===== src/rtl/mips_fetch_pkg.sv =====
// Shared fetch-side types: word address, fetch FSM states and the boot PC.
package mips_fetch_pkg;

  typedef logic [29:0] word_addr_t;

  typedef enum logic {
    BOOT = 1'b0,
    RUN  = 1'b1
  } fetch_state_t;

  localparam word_addr_t RESET_PC_DEFAULT = 30'h0010_0000;

endpackage


===== src/rtl/mips_fetch_pc_gen_if.sv =====
// Fetch PC generator bus: predictor/EX inputs towards the generator, PC and flush back out.
interface mips_fetch_pc_gen_if #(
  parameter int CNT_W = 16
);
  import mips_fetch_pkg::*;

  logic              stall;
  logic              br_pred_taken;
  word_addr_t        branch_prediction_addr;
  logic              ex_resolve_valid;
  word_addr_t        ex_next_pc;
  word_addr_t        inst_addr_PC;
  logic              pc_valid;
  logic              flush;
  logic              mispredict;
  logic [CNT_W-1:0]  mispredict_count;

  modport master (
    output stall, br_pred_taken, branch_prediction_addr, ex_resolve_valid, ex_next_pc,
    input  inst_addr_PC, pc_valid, flush, mispredict, mispredict_count
  );

  modport slave (
    input  stall, br_pred_taken, branch_prediction_addr, ex_resolve_valid, ex_next_pc,
    output inst_addr_PC, pc_valid, flush, mispredict, mispredict_count
  );

endinterface


===== src/rtl/mips_fetch_track.sv =====
// Two-stage IF->ID->EX shift register of valid bit and predicted next PC.
// Holds on stall; a flush turns the instructions entering ID and EX into bubbles.
module mips_fetch_track
  import mips_fetch_pkg::*;
(
  input  logic       clk,
  input  logic       rst_b,
  input  logic       i_stall,
  input  logic       i_flush,
  input  logic       i_valid_if,
  input  word_addr_t i_pnext_if,
  output logic       o_valid_ex,
  output word_addr_t o_pnext_ex
);

  logic       r_valid_id;
  word_addr_t r_pnext_id;
  logic       r_valid_ex;
  word_addr_t r_pnext_ex;

  always_ff @(posedge clk or negedge rst_b) begin
    if (!rst_b) begin
      r_valid_id <= 1'b0;
      r_pnext_id <= '0;
      r_valid_ex <= 1'b0;
      r_pnext_ex <= '0;
    end else if (!i_stall) begin
      r_valid_id <= i_valid_if & ~i_flush;
      r_pnext_id <= i_pnext_if;
      r_valid_ex <= r_valid_id & ~i_flush;
      r_pnext_ex <= r_pnext_id;
    end
  end

  assign o_valid_ex = r_valid_ex;
  assign o_pnext_ex = r_pnext_ex;

endmodule


===== src/rtl/mips_fetch_pc_gen.sv =====
// Fetch next-PC generator: EX redirect > predicted-taken target > PC+1, one register stage.
// Mispredicts are detected against the tracked prediction in EX; stall freezes all state.
module mips_fetch_pc_gen
  import mips_fetch_pkg::*;
#(
  parameter word_addr_t RESET_PC = RESET_PC_DEFAULT,
  parameter int         CNT_W    = 16
) (
  input  logic clk,
  input  logic rst_b,
  mips_fetch_pc_gen_if.slave bus
);

  fetch_state_t     r_state;
  fetch_state_t     w_state_nxt;
  word_addr_t       r_pc;
  word_addr_t       w_pc_nxt;
  word_addr_t       w_pnext_if;
  logic [CNT_W-1:0] r_cnt;
  logic             w_pc_valid;
  logic             w_mispredict;
  logic             w_valid_ex;
  word_addr_t       w_pnext_ex;

  assign w_pc_valid = (r_state == RUN);
  assign w_pnext_if = bus.br_pred_taken ? bus.branch_prediction_addr : r_pc + 30'd1;

  // Flush bubbles have valid_ex=0, so they can never raise a redirect.
  assign w_mispredict = ~bus.stall & w_valid_ex & bus.ex_resolve_valid
                        & (bus.ex_next_pc != w_pnext_ex);

  always_ff @(posedge clk or negedge rst_b) begin
    if (!rst_b) begin
      r_state <= BOOT;
      r_pc    <= RESET_PC;
    end else begin
      r_state <= w_state_nxt;
      r_pc    <= w_pc_nxt;
    end
  end

  always_comb begin
    w_state_nxt = r_state;
    w_pc_nxt    = r_pc;
    if (!bus.stall) begin
      unique case (r_state)
        BOOT: w_state_nxt = RUN;
        RUN:  w_pc_nxt    = w_mispredict ? bus.ex_next_pc : w_pnext_if;
        default: w_state_nxt = BOOT;
      endcase
    end
  end

  always_ff @(posedge clk or negedge rst_b) begin
    if (!rst_b) begin
      r_cnt <= '0;
    end else if (w_mispredict && (r_cnt != {CNT_W{1'b1}})) begin
      r_cnt <= r_cnt + 1'b1;
    end
  end

  mips_fetch_track u_track (
    .clk        (clk),
    .rst_b      (rst_b),
    .i_stall    (bus.stall),
    .i_flush    (w_mispredict),
    .i_valid_if (w_pc_valid),
    .i_pnext_if (w_pnext_if),
    .o_valid_ex (w_valid_ex),
    .o_pnext_ex (w_pnext_ex)
  );

  assign bus.inst_addr_PC     = r_pc;
  assign bus.pc_valid         = w_pc_valid;
  assign bus.flush            = w_mispredict;
  assign bus.mispredict       = w_mispredict;
  assign bus.mispredict_count = r_cnt;

endmodule


===== src/flat_wrapper.sv =====
// flat-port wrapper written by rule: the top's interface ports become plain ports
module mips_fetch_pc_gen_flat import mips_fetch_pkg::*;
#(
  parameter word_addr_t RESET_PC = RESET_PC_DEFAULT,
  parameter int         CNT_W    = 16
)
  (clk, rst_b, bus_stall, bus_br_pred_taken, bus_branch_prediction_addr, bus_ex_resolve_valid, bus_ex_next_pc, bus_inst_addr_PC, bus_pc_valid, bus_flush, bus_mispredict, bus_mispredict_count);
  mips_fetch_pc_gen_if #(.CNT_W(CNT_W)) bus_i ();
  input  logic clk;
  input  logic rst_b;
  input wire logic [$bits(bus_i.stall)-1:0] bus_stall;
  input wire logic [$bits(bus_i.br_pred_taken)-1:0] bus_br_pred_taken;
  input wire logic [$bits(bus_i.branch_prediction_addr)-1:0] bus_branch_prediction_addr;
  input wire logic [$bits(bus_i.ex_resolve_valid)-1:0] bus_ex_resolve_valid;
  input wire logic [$bits(bus_i.ex_next_pc)-1:0] bus_ex_next_pc;
  output wire logic [$bits(bus_i.inst_addr_PC)-1:0] bus_inst_addr_PC;
  output wire logic [$bits(bus_i.pc_valid)-1:0] bus_pc_valid;
  output wire logic [$bits(bus_i.flush)-1:0] bus_flush;
  output wire logic [$bits(bus_i.mispredict)-1:0] bus_mispredict;
  output wire logic [$bits(bus_i.mispredict_count)-1:0] bus_mispredict_count;
  assign bus_i.stall = bus_stall;
  assign bus_i.br_pred_taken = bus_br_pred_taken;
  assign bus_i.branch_prediction_addr = bus_branch_prediction_addr;
  assign bus_i.ex_resolve_valid = bus_ex_resolve_valid;
  assign bus_i.ex_next_pc = bus_ex_next_pc;
  assign bus_inst_addr_PC = bus_i.inst_addr_PC;
  assign bus_pc_valid = bus_i.pc_valid;
  assign bus_flush = bus_i.flush;
  assign bus_mispredict = bus_i.mispredict;
  assign bus_mispredict_count = bus_i.mispredict_count;
  mips_fetch_pc_gen #(.RESET_PC(RESET_PC), .CNT_W(CNT_W)) u_core (.clk(clk), .rst_b(rst_b), .bus(bus_i));
endmodule

===== config.mk =====
export PLATFORM = sky130hd
export DESIGN_NAME = mips_fetch_pc_gen_flat
export DESIGN_NICKNAME = d
export VERILOG_FILES = /design/src/rtl/mips_fetch_pkg.sv /design/src/rtl/mips_fetch_pc_gen_if.sv /design/src/rtl/mips_fetch_track.sv /design/src/rtl/mips_fetch_pc_gen.sv /design/src/flat_wrapper.sv
export SDC_FILE = /design/constraint.sdc
export NUM_CORES = 1
export LEC_CHECK = 0
export BUFFER_PORTS_ARGS = -buffer_cell sky130_fd_sc_hd__buf_2
export CORE_UTILIZATION = 35
export CTS_CLUSTER_DIAMETER = 100
export DETAILED_ROUTE_END_ITERATION = 8
export GPL_TIMING_DRIVEN = 1
export PLACE_DENSITY_LB_ADDON = 0.2
export SYNTH_ARGS = -nofsm -noshare
export SYNTH_HDL_FRONTEND = slang
export SYNTH_SLANG_ARGS = --single-unit

===== constraint.sdc =====
create_clock -name clk -period 2.4 [get_ports clk]
set_input_delay 0 -clock clk [delete_from_list [all_inputs] [get_ports clk]]
set_output_delay 0 -clock clk [all_outputs]
set_load 0.02 [all_outputs]

* After elaboration in Yosys (flattened, before gate mapping)
Cells that the tools add are included.
Widths: inputs -> output; s select.
** Cells by class
- $add $sub $neg :: 2
- Eq/ne operators :: 2
- Multiplexer cells :: 2
- Bitwise gates (word level) :: 7
- Reductions and logical operators :: 2
** Operators with widths (number)
- $mux 30 :: 2
- $add 30x1->30 const B :: 1
- $ne 30x30->1 :: 1
- $add 16x1->16 const B :: 1
- $ne 16x16->1 const B :: 1
- $and 1x1->1 :: 5
- $not 1->1 :: 2
- $reduce_and 2->1 :: 1
- $logic_and 1x1->1 :: 1
** Word-level totals
- Bits in registers :: 109
- Output and inout bits :: 49

* Longest topological paths before layout
Gate-level depths: netlist of run 1.
- Depth in word-level cells :: 6
- Gate-level depth with buffers :: 8

* Cells and area by module
Synthesis of run 1 repeated with hierarchy kept, for this count alone.
** Second synthesis, totals
- Cells, all modules :: 555
- Area total of the unflattened synthesis :: 6125.9 µm²
** By module, submodules not included
- mips_fetch_pc_gen :: times used 1, cells each 421, area each 3529.6 µm²
- mips_fetch_track :: times used 1, cells each 134, area each 2596.2 µm²

* Worst setup path before layout of run 1
No wires, ideal clock.
- Path kind :: flip-flop to flip-flop
- Start point :: register u_core.r_pc[0] (netlist: u_core.bus.inst_addr_PC[0])
- End point :: register u_core.r_pc[26] (netlist: u_core.bus.inst_addr_PC[26])
- Arrival time :: 2.245 ns
- Required time :: 2.263 ns
- Path slack :: 0.018 ns
- Cell stages (with the launch flop) :: 9
- Path buffers :: 1
- Path through :: dfrtp_1 ha_1 nand3_1 or4_1 buf_4 o31a_1 o31ai_1 nand2b_1 a22oi_1
** Between the ends
- Word-level cells in the longest chain between the ends :: 3
** Ends and longest elaborated chain
- start, declared :: line mips_fetch_pc_gen.sv:16 : word_addr_t r_pc;
- start signal, assigned :: line mips_fetch_pc_gen.sv:38 : r_pc <= w_pc_nxt;
- $add 30x1->30 :: line mips_fetch_pc_gen.sv:26 : assign w_pnext_if = bus.br_pred_taken ? bus.branch_prediction_addr : r_pc + 30'd1;
- $mux 30 :: line mips_fetch_pc_gen.sv:26
- $mux 30 :: line mips_fetch_pc_gen.sv:48 : RUN: w_pc_nxt = w_mispredict ? bus.ex_next_pc : w_pnext_if;
No other way between the ends.
A chain may end at the register's enable or synchronous reset.

* Final worst setup path of run 1
- Start point :: register u_core.r_pc[0] (netlist: u_core.bus.inst_addr_PC[0])
- End point :: register u_core.r_pc[28] (netlist: u_core.bus.inst_addr_PC[28])
Same word-level chain as after synthesis.

==> impl_metrics.env, run 1 <==
export IMPL_rr_startpoint="u_core.bus.inst_addr_PC[0]"
export IMPL_dieArea_sq_um=16970
export IMPL_cellPowerDensity_nw_per_um2=728.1
export IMPL_synth_avg_cell_area_sq_um=9.896
export IMPL_hold_slack_ps=5.191
export IMPL_rr_endpoint="u_core.bus.inst_addr_PC[28]"
export IMPL_status="completed"
export IMPL_ff_latch_area_sq_um=2729
export IMPL_synth_largest_area_cell="dfrtp_1"
export IMPL_drc=0
export IMPL_h_tree_depth=3
export IMPL_skew_ps=9.202
export IMPL_grt_usage_pct=19.75
export IMPL_place_ws_ps=44.43
export IMPL_fin_crit_sh_pct=95.58
export IMPL_ys_seq_area_share_pct=47.38
export IMPL_place_congestion=0.8188
export IMPL_cts_sinks=109
export IMPL_initial_core_util_pct=35.99
export IMPL_min_delay_path_depth=3
export IMPL_routed_wirelength_mm=16.04
export IMPL_multiInputGateArea_sq_um=2863
export IMPL_min_path_type="input port to flop"
export IMPL_grt_use_met3_pct=4.100
export IMPL_synth_fp_nets=649
export IMPL_drtIter0Drc=292
export IMPL_clk_latency_ps=350
export IMPL_required_ps=2680
export IMPL_layout_min_cycle_time_ps=2294
export IMPL_coreArea_sq_um=16000
export IMPL_synth_edf_count=0
export IMPL_critPathCaptureType="flop"
export IMPL_cp_arrival_ps=2570
export IMPL_drt_pass1_iterations=4
export IMPL_synthTopCellsByCount="dfrtp_1, nand2_1, mux2_2, xnor2_1, o21ai_0"
export IMPL_async_flop_share_pct=100.0
export IMPL_via_per_inst=5.080
export IMPL_met2_usage_pct=33.32
export IMPL_syn_inst=582
export IMPL_yosysMostFrequentCell="dfrtp_1"
export IMPL_hold_start="bus_branch_prediction_addr[24]"
export IMPL_grt_pass1_wl_mm=25.22
export IMPL_rsz0062_at_grt="no"
export IMPL_drive_gt1_share_pct=30.58
export IMPL_slew_headroom_pct=54.15
export IMPL_num_vias=4851
export IMPL_diodes=0
export IMPL_grt_max_degree=48
export IMPL_finalNonFillerCells=955
export IMPL_grt_pass1_vias=4807
export IMPL_ys_ff_latch=109
export IMPL_cts_buffer_depth=2
export IMPL_dieWidth_microns=130.3
export IMPL_placement_io_buffers=113
export IMPL_worstSetupStartpointType="flop"
export IMPL_ant_nets=0
export IMPL_dieHeight_microns=130.3
export IMPL_fin_setup_tns_ps=0
export IMPL_ys_top_cells_by_area="dfrtp_1, mux2_2, xnor2_1, nand2_1, xor2_1"
export IMPL_p_leak_uw=0.003274
export IMPL_yosysWarningCount=0
export IMPL_drv_cap=0
export IMPL_drv_slew=0
export IMPL_cts_buffers=9
export IMPL_hold_path_endpoint="u_core.u_track.r_pnext_id[24]"
export IMPL_tightest_slew_ps=687.8
export IMPL_cts_tree="built"
export IMPL_yosys_most_used_dff="dfrtp_1"
export IMPL_setup_slack_ps=106.0
export IMPL_dp_cells=915
export IMPL_dp_hpwl_mm=11.60
export IMPL_netlist_area_sq_um=5759
export IMPL_route_detailed_wl_per_inst_microns=16.80
export IMPL_critPathMaxFanout=4
export IMPL_rrSetupSlack_ps=110
export IMPL_num_io_pins=114
export IMPL_fin_nets=801
export IMPL_rr_worst_depth=8
export IMPL_setup_viol=0
export IMPL_irDropWorstVdd_mv=0.3688
export IMPL_ys_types=46
export IMPL_grtUsageMet1_pct=25.81
export IMPL_synthDominantCellAreaShare_pct=46.93
export IMPL_nFillCells=1607
export IMPL_antenna_found_initial=0
export IMPL_busiest_layer="met2"
export IMPL_critical_path_class="flop to flop"
export IMPL_area_growth_pct=27.09
export IMPL_grt_ovfl_total=0
export IMPL_clock_root_buffer="clkbuf_16"
export IMPL_fmax_ghz=0.4359
export IMPL_hold_violations=0
export IMPL_path_clk_slew_ps=70
export IMPL_num_rows=46
## what timing repair did
item                                   4_1_cts  5_1_grt
endpoints found under the hold margin       67        0
hold buffers                                24        0
setup endpoints to repair                    0       18
setup buffers                                0        0
gates resized for setup                      0        6
## cells in the final DEF, fill, tap and decap left out, types with 3 or more instances in the layout
cell type,Yosys,layout
nand2_1,80,80
xnor2_1,45,44
clkbuf_16,0,9
buf_2,2,112
xor2_1,25,25
a21oi_1,20,20
o211ai_1,11,11
nor3_1,11,11
inv_1,6,6
o21ai_1,2,3
buf_4,4,35
buf_12,0,3
and4_1,3,3
nand4_1,17,17
dlygate4sd3_1,0,24
dfrtp_1,108,108
nor2_1,36,36
nand2b_1,13,13
nand3_1,19,19
a2bb2oi_1,3,3
o21ai_0,38,37
o31ai_1,5,5
mux2_2,50,50
and3_1,5,5
a31oi_1,13,13
mux2i_1,5,5
nor4_1,13,11
## sequential cells by signal, indices dropped and copies added, names as in the netlist
| name | flops |
|---|---|
| u_core.bus.mispredict_count | 16 |
| u_core.u_track.r_pnext_id | 30 |
| u_core.u_track.o_valid_ex | 1 |
| u_core.u_track.r_valid_id | 1 |
| u_core.u_track.o_pnext_ex | 30 |
| u_core.bus.pc_valid | 1 |
| u_core.bus.inst_addr_PC | 30 |
## stage by stage
step           power [uW]  cell area, sq um  utilization (%)
3_5_place_dp         3792              6751            42.20
4_1_cts              5383              7296            45.60
5_1_grt              5611              7320            45.75
6_report             5329              7320            45.75
2_1_floorplan        3238              5759                -
3_3_place_gp         3757              6751            42.20
## cell families after synthesis
| kind of cell | synth area share [%] |
|---|---|
| and+or+nand+nor | 17.64 |
| DFF | 47.38 |
| AOI/OAI and AO/OA | 9.885 |
| xor gates and xnor gates | 10.65 |
| muxes | 10.65 |
| buffers and inverters | 3.367 |
| adders and majority gates | 0.4344 |
## worst max-delay path: stages, from the launching register on
cell,delay (ps)
dfrtp_1,360
ha_1,220
nand3_1,140
or4_4,600
buf_4,180
nor4_4,270
xor2_1,210
o211ai_1,100
a21oi_1,130
## metal layers
| layer | up-vias | routed length [microns] |
|---|---|---|
| met4 | 0 | 148 |
| met5 | - | 0 |
| li1 | 2340 | - |
| met3 | 14 | 764 |
| met2 | 115 | 7906 |
| met1 | 2382 | 7224 |
## worst max-delay path by stage
stage,end,slack (ps),start
global route,u_core.u_track.r_pnext_id[28],3,u_core.bus.inst_addr_PC[0]
global placement,u_core.bus.inst_addr_PC[28],160,u_core.bus.inst_addr_PC[0]
floorplan,u_core.bus.inst_addr_PC[26],20,u_core.bus.inst_addr_PC[0]
detailed placement,u_core.bus.inst_addr_PC[28],40,u_core.bus.inst_addr_PC[0]
CTS,bus_flush,1,u_core.u_track.o_pnext_ex[0]
finish,u_core.bus.inst_addr_PC[28],110,u_core.bus.inst_addr_PC[0]
## report_power, final
group,switching [uW],leakage (uW),internal (uW)
combinational,749,0.00182,639
sequential,263,0.00130,2140
clock,670,0.000150,870
total,1680,0.00327,3650
## cell type report
cell class                      instances  area share, %
Clock inverter                          3         0.5983
Multi-Input combinational cell        432          39.11
Sequential cell                       109          37.28
Timing Repair Buffer                  174          15.35
Clock buffer                           13          3.556
Inverter                                8         0.4103
Tap cell                              216          3.692
(Power assumes the default switching activity.)
==> run 2, diff against run 1 <==
- ABC_CLOCK_PERIOD_IN_PS: not set -> 2400
- BUFFER_PORTS_ARGS: -buffer_cell sky130_fd_sc_hd__buf_2 -> not set
- DONT_BUFFER_PORTS: not set -> 1
- SYNTH_HIERARCHICAL: not set -> 1
==> run 2 against run 1 <==
Against the previous run: the flow now finishes with violations (negative hold slack); sequential share of layout area shrank 1.3 points; utilization shrank 1.6 points; register-to-register slack lost 30 ps; clock skew grew 3.1 ps; worst hold slack lost 670 ps; critical path depth grew 1; clock-buffer cell count shrank 2; non-clock buffer count shrank 62; wire length grew 14%; via count shrank 3.6%.
==> impl_metrics.env, run 2 <==
export IMPL_status="complete, but fails checks"
export IMPL_failed_checks="negative hold slack"
export IMPL_place_congestion=0.7953
export IMPL_placement_io_buffers=0
export IMPL_setup_viol=0
export IMPL_coreArea_sq_um=17180
export IMPL_via_per_inst=5.314
export IMPL_multiInputGateArea_sq_um=3218
export IMPL_num_rows=48
export IMPL_hold_slack_ps=-667.9
export IMPL_dieHeight_microns=134.3
export IMPL_ant_nets=0
export IMPL_sequentialPowerShare_pct=44.6
export IMPL_nFillCells=1675
export IMPL_cts_sinks=109
export IMPL_h_tree_depth=3
export IMPL_num_io_pins=114
export IMPL_drv_cap=0
export IMPL_drv_slew=0
export IMPL_cts_hold_buf=57
export IMPL_final_common_cell="dfrtp_1"
export IMPL_power_uw=5451
export IMPL_netlist_area_sq_um=6126
export IMPL_clk_latency_ps=360
export IMPL_synthTopCellsByCount="dfrtp_1, mux2_4, xnor2_1, nand2_1, o21ai_0"
export IMPL_grt_pass1_wl_mm=28.65
export IMPL_swShare_pct=31.03
export IMPL_drive_gt1_share_pct=25.23
export IMPL_initial_core_util_pct=35.66
export IMPL_ys_types=48
export IMPL_cts_buffers=9
export IMPL_drtIter0Drc=265
export IMPL_routed_wirelength_mm=18.29
export IMPL_rrSetupSlack_ps=80
export IMPL_tightest_slew_ps=833.8
export IMPL_drt_pass1_iterations=4
export IMPL_synth_avg_cell_area_sq_um=11.04
export IMPL_rsz0062_at_grt="yes"
export IMPL_syn_inst=555
export IMPL_antenna_found_initial=1
export IMPL_dieWidth_microns=134.3
export IMPL_yosysWarningCount=6
export IMPL_pwr_share_clk_pct=28.5
export IMPL_slew_headroom_pct=44.35
export IMPL_finalNonFillerCells=880
export IMPL_p_comb_share_pct=27.0
export IMPL_critPathMaxFanout=14
export IMPL_final_cell_mix="dfrtp_1, mux2_4, nand2_1, dlygate4sd3_1, buf_4"
export IMPL_dp_hpwl_mm=11.99
export IMPL_grt_usage_pct=21.14
export IMPL_final_util_pct=44.17
export IMPL_place_ws_ps=50.03
export IMPL_synthDominantCellAreaShare_pct=44.12
export IMPL_dp_cells=803
export IMPL_cts_buffer_depth=2
export IMPL_yosys_most_used_dff="dfrtp_1"
export IMPL_yosysMostFrequentCell="dfrtp_1"
export IMPL_num_vias=4676
export IMPL_drc=0
export IMPL_fin_nets=716
export IMPL_cts_tree="built"
export IMPL_async_flop_share_pct=100.0
export IMPL_synth_fp_nets=622
export IMPL_skew_ps=12.26
export IMPL_grt_pass1_vias=4988
export IMPL_cp_arrival_ps=2320
export IMPL_layout_min_cycle_time_ps=2320
export IMPL_path_clk_slew_ps=70
export IMPL_area_growth_pct=23.84
export IMPL_synth_edf_count=0
export IMPL_irDropWorstVdd_mv=0.4036
export IMPL_required_ps=2400
export IMPL_grt_max_degree=110
export IMPL_route_detailed_wl_per_inst_microns=20.79
export IMPL_p_int_uw=3759
export IMPL_clock_root_buffer="clkbuf_16"
export IMPL_ff_latch_area_sq_um=2733
export IMPL_ys_ff_latch=109
export IMPL_p_leak_uw=0.003246
export IMPL_ys_seq_area_share_pct=44.55
export IMPL_synth_largest_area_cell="dfrtp_1"
export IMPL_critPathCaptureType="primary output"
export IMPL_min_path_type="input port to async pin"
export IMPL_fin_crit_sh_pct=96.66
export IMPL_grt_ovfl_total=0
export IMPL_setup_slack_ps=80.27
export IMPL_critical_path_class="flop to primary output"
export IMPL_hold_violations=109
export IMPL_p_sw_uw=1691
export IMPL_ys_top_cells_by_area="dfrtp_1, mux2_4, xnor2_1, nand2_1, mux2i_1"
export IMPL_fmax_ghz=0.4311
export IMPL_cellPowerDensity_nw_per_um2=718.5
export IMPL_dieArea_sq_um=18040
export IMPL_worstSetupStartpointType="flop"
run 2: changes by cell type after synthesis, moves of 11 or more:
| cell | change |
|---|---|
| mux2_4 | +56 |
| mux2_2 | -41 |
| mux2i_1 | +13 |
| nand2_1 | -25 |
| xor2_1 | -17 |
| xnor2_1 | +11 |
run 2: cell families (layout without fill, tap and decap cells):
family / Yosys count / after routing / share of synthesized area [%]
other: 0 / 1 / 0
xor gates and xnor gates: 64 / 64 / 9.150
and+or+nand+nor: 175 / 176 / 14.85
AOI/OAI and AO/OA: 88 / 88 / 8.170
DFF: 109 / 109 / 44.55
buffers and inverters: 34 / 132 / 4.555
muxes: 83 / 83 / 18.32
adders and majority gates: 2 / 2 / 0.4084
run 2: final timing paths:
check / from / end / depth (start not counted)
setup / recovery: u_core/u_track/o_pnext_ex[27] / bus_flush / 9
hold / removal: rst_b / u_core/u_track/o_pnext_ex[4] / 0
setup reg to reg: u_core/bus.inst_addr_PC[3] / u_core/u_track/r_pnext_id[29] / 8
hold reg to reg: u_core/u_track/r_valid_id / u_core/u_track/r_valid_id / 2
max in group asynchronous: rst_b / u_core/bus.inst_addr_PC[20] / 0
min in group clk: bus_br_pred_taken / u_core/bus.inst_addr_PC[0] / 3
run 2: stage by stage:
stage	hold slack, ps	TNS, ps	area [sq um]
2_1_floorplan	-295.6	0	6143
4_1_cts	-679.3	0	7486
3_5_place_dp	-289.3	0	6581
6_report	-667.9	0	7586
3_3_place_gp	-290.3	0	6581
5_1_grt	-685.2	-45.75	7586
run 2: what timing repair did:
action / CTS / global route
endpoints found under the setup margin: 2 / 10
hold endpoints to repair: 202 / 109
resized for setup: 1 / 12
gates cloned: 0 / 1
pin swaps: 0 / 5
setup buffers: 0 / 2
run 2: critical path, stage by stage, from the launching register on:
cell,delay (ps)
dfrtp_1,400
xnor2_1,200
nand2_1,130
nor4_2,340
buf_4,160
a211o_1,150
clkinv_1,70
buf_4,190
buf_12,150
buf_4,170
run 2: power by group through the flow:
stage / clock network [uW] / registers (uW) / logic (uW)
floorplan: 0 / 2560 / 840
global placement: 0 / 2440 / 1270
detailed placement: 0 / 2450 / 1300
CTS: 1600 / 2420 / 1440
global route: 1670 / 2470 / 1590
finish: 1550 / 2430 / 1470
run 2: metal layers:
metal	part of all wire [%]	vias up	track usage, %	wire length, microns
li1	-	2160	-	-
met1	43	2371	27.08	7890
met2	49	128	34.86	8987
met3	5.9	17	4.875	1084
met4	1.8	0	7.491	330
met5	0	-	0	0
run 2: final cells by class:
class | count | area share, %
antenna | 1 | 0.03299
multi-input combinational | 413 | 42.42
clock inverter | 5 | 0.7587
tap | 225 | 3.711
timing repair buffer | 112 | 13.66
inverter | 4 | 0.1979
clock buffer | 11 | 3.200
sequential | 109 | 36.02
==> run 3, diff against run 2 <==
- SETUP_SLACK_MARGIN: not set -> 0.3
==> run 3 against run 2 <==
Against the previous run: non-clock buffer count is 30 higher; worst hold slack better by 2.6 ps; sequential power is 2% higher; clock skew is 4.2 ps lower; critical path depth is 3 lower; register-to-register slack better by 120 ps; utilization is 4.8 points higher; sequential share of layout area is 3.5 points lower; combinational power is 12% higher; wire length is 2.0% higher; clock power is 3% higher; via count is 3.5% higher; the flow still finishes with violations (negative hold slack).
==> impl_metrics.env, run 3 (synthesis results as in run 2) <==
export IMPL_num_vias=4839
export IMPL_drc=0
export IMPL_antenna_found_initial=0
export IMPL_diodes=0
export IMPL_cts_buffer_depth=2
export IMPL_routed_wirelength_mm=18.65
export IMPL_route_detailed_wl_per_inst_microns=20.52
export IMPL_drv_slew=0
export IMPL_cts_sinks=109
export IMPL_p_sw_uw=1766
export IMPL_status="complete, but fails checks"
export IMPL_irDropWorstVdd_mv=0.4030
export IMPL_min_path_type="input port to async pin"
export IMPL_critPathCaptureType="flop"
export IMPL_power_uw=5736
export IMPL_rr_worst_depth=6
export IMPL_coreArea_sq_um=17180
export IMPL_placement_io_buffers=0
export IMPL_initial_core_util_pct=35.66
export IMPL_grt_pass1_vias=4968
export IMPL_slew_headroom_pct=58.63
export IMPL_grt_pass1_wl_mm=28.99
export IMPL_drt_pass1_iterations=4
export IMPL_p_leak_uw=0.003577
export IMPL_clk_latency_ps=350
export IMPL_fmax_ghz=0.4554
export IMPL_ant_nets=0
export IMPL_worstSetupStartpointType="flop"
export IMPL_rr_endpoint="u_core/bus.inst_addr_PC[26]"
export IMPL_critPathMaxFanout=8
export IMPL_clock_root_buffer="clkbuf_16"
export IMPL_critical_path_class="flop to flop"
export IMPL_pwr_share_clk_pct=27.8
export IMPL_cts_buffers=9
export IMPL_dieWidth_microns=134.3
export IMPL_area_growth_pct=37.38
export IMPL_hold_slack_ps=-665.4
export IMPL_fin_crit_sh_pct=91.49
export IMPL_p_comb_share_pct=28.8
export IMPL_grt_max_degree=110
export IMPL_nFillCells=1566
export IMPL_num_io_pins=114
export IMPL_sequentialPowerShare_pct=43.4
export IMPL_skew_ps=8.037
export IMPL_fin_setup_tns_ps=0
export IMPL_required_ps=2690
export IMPL_cp_arrival_ps=2480
export IMPL_via_per_inst=5.323
export IMPL_dieArea_sq_um=18040
export IMPL_grt_ovfl_total=0
export IMPL_dp_cells=799
export IMPL_tightest_slew_ps=618.5
export IMPL_drtIter0Drc=251
export IMPL_dieHeight_microns=134.3
export IMPL_drv_cap=0
export IMPL_rr_startpoint="u_core/bus.inst_addr_PC[20]"
export IMPL_p_int_uw=3971
export IMPL_final_cell_mix="dfrtp_1, dlygate4sd3_1, mux2_4"
export IMPL_rrSetupSlack_ps=200
export IMPL_dp_hpwl_mm=11.72
export IMPL_rsz0062_at_grt="yes"
export IMPL_num_rows=48
export IMPL_grt_usage_pct=21.17
export IMPL_ff_latch_area_sq_um=2740
export IMPL_h_tree_depth=3
export IMPL_place_congestion=0.7811
export IMPL_cellPowerDensity_nw_per_um2=681.6
export IMPL_drive_gt1_share_pct=34.94
export IMPL_setup_viol=0
export IMPL_swShare_pct=30.78
export IMPL_cts_tree="built"
export IMPL_failed_checks="negative hold slack"
export IMPL_layout_min_cycle_time_ps=2196
export IMPL_cts_hold_buf=68
export IMPL_finalNonFillerCells=909
export IMPL_fin_nets=746
export IMPL_path_clk_slew_ps=70
export IMPL_multiInputGateArea_sq_um=3666
export IMPL_final_common_cell="dfrtp_1"
export IMPL_hold_violations=111
-- run 3: timing repair --
| action | CTS | global route |
|---|---|---|
| gates resized for setup | 51 | 81 |
| endpoints found under the setup margin | 55 | 60 |
| endpoints found under the hold margin | 202 | 109 |
| pin swaps | 34 | 33 |
| cloned | 2 | 0 |
| setup buffers | 15 | 9 |
-- run 3: worst max path at each step --
stage	from	endpoint	slack, ps
2_1_floorplan	u_core/bus.inst_addr_PC[1]	u_core/bus.inst_addr_PC[26]	60
3_3_place_gp	u_core/bus.inst_addr_PC[2]	u_core/u_track/r_pnext_id[29]	90
3_5_place_dp	u_core/bus.inst_addr_PC[2]	u_core/u_track/r_pnext_id[29]	80
4_1_cts	u_core/u_track/o_pnext_ex[22]	bus_flush	250
5_1_grt	u_core/u_track/o_pnext_ex[8]	bus_mispredict	130
6_report	u_core/bus.inst_addr_PC[20]	u_core/bus.inst_addr_PC[26]	200
-- run 3: through the flow --
step / setup WS [ps] / area (sq um) / util, %
2_1_floorplan: 62.18 / 6163 / -
3_3_place_gp: 89.46 / 6569 / 38.24
3_5_place_dp: 76.42 / 6569 / 38.24
4_1_cts: 251.5 / 8024 / 46.71
5_1_grt: 128.7 / 8416 / 48.99
6_report: 204.2 / 8416 / 48.99
-- run 3: final cells by class --
class | instances | share of cell area (%)
flip-flops and latches | 109 | 32.56
clock inverters | 3 | 0.5204
repair buffers | 142 | 16.59
multi-input cells | 413 | 43.56
clock buffers | 13 | 3.211
well taps | 225 | 3.345
inverters | 4 | 0.2081
-- run 3: metal layers --
layer | track usage, % | vias to the layer above | share of wire, %
met1 | 28.05 | 2457 | 43
li1 | - | 2228 | -
met4 | 7.678 | 0 | 2.0
met5 | 0 | - | 0
met2 | 33.68 | 130 | 49
met3 | 4.951 | 24 | 5.7
-- run 3: power by group through the flow --
stage | registers (uW) | logic, uW | clock network (uW)
after floorplan | 2560 | 842 | 0
after global placement | 2480 | 1220 | 0
after detailed placement | 2490 | 1240 | 0
after CTS | 2470 | 1540 | 1630
after global routing | 2530 | 1770 | 1710
final | 2490 | 1650 | 1600
-- run 3: critical path, stage by stage (launching register included) --
cell and delay [ps]:
dfstp_2 720, and3_4 240, nand4_1 180, or4_4 580, a31oi_4 210, nand2_1 90, a21oi_2 110
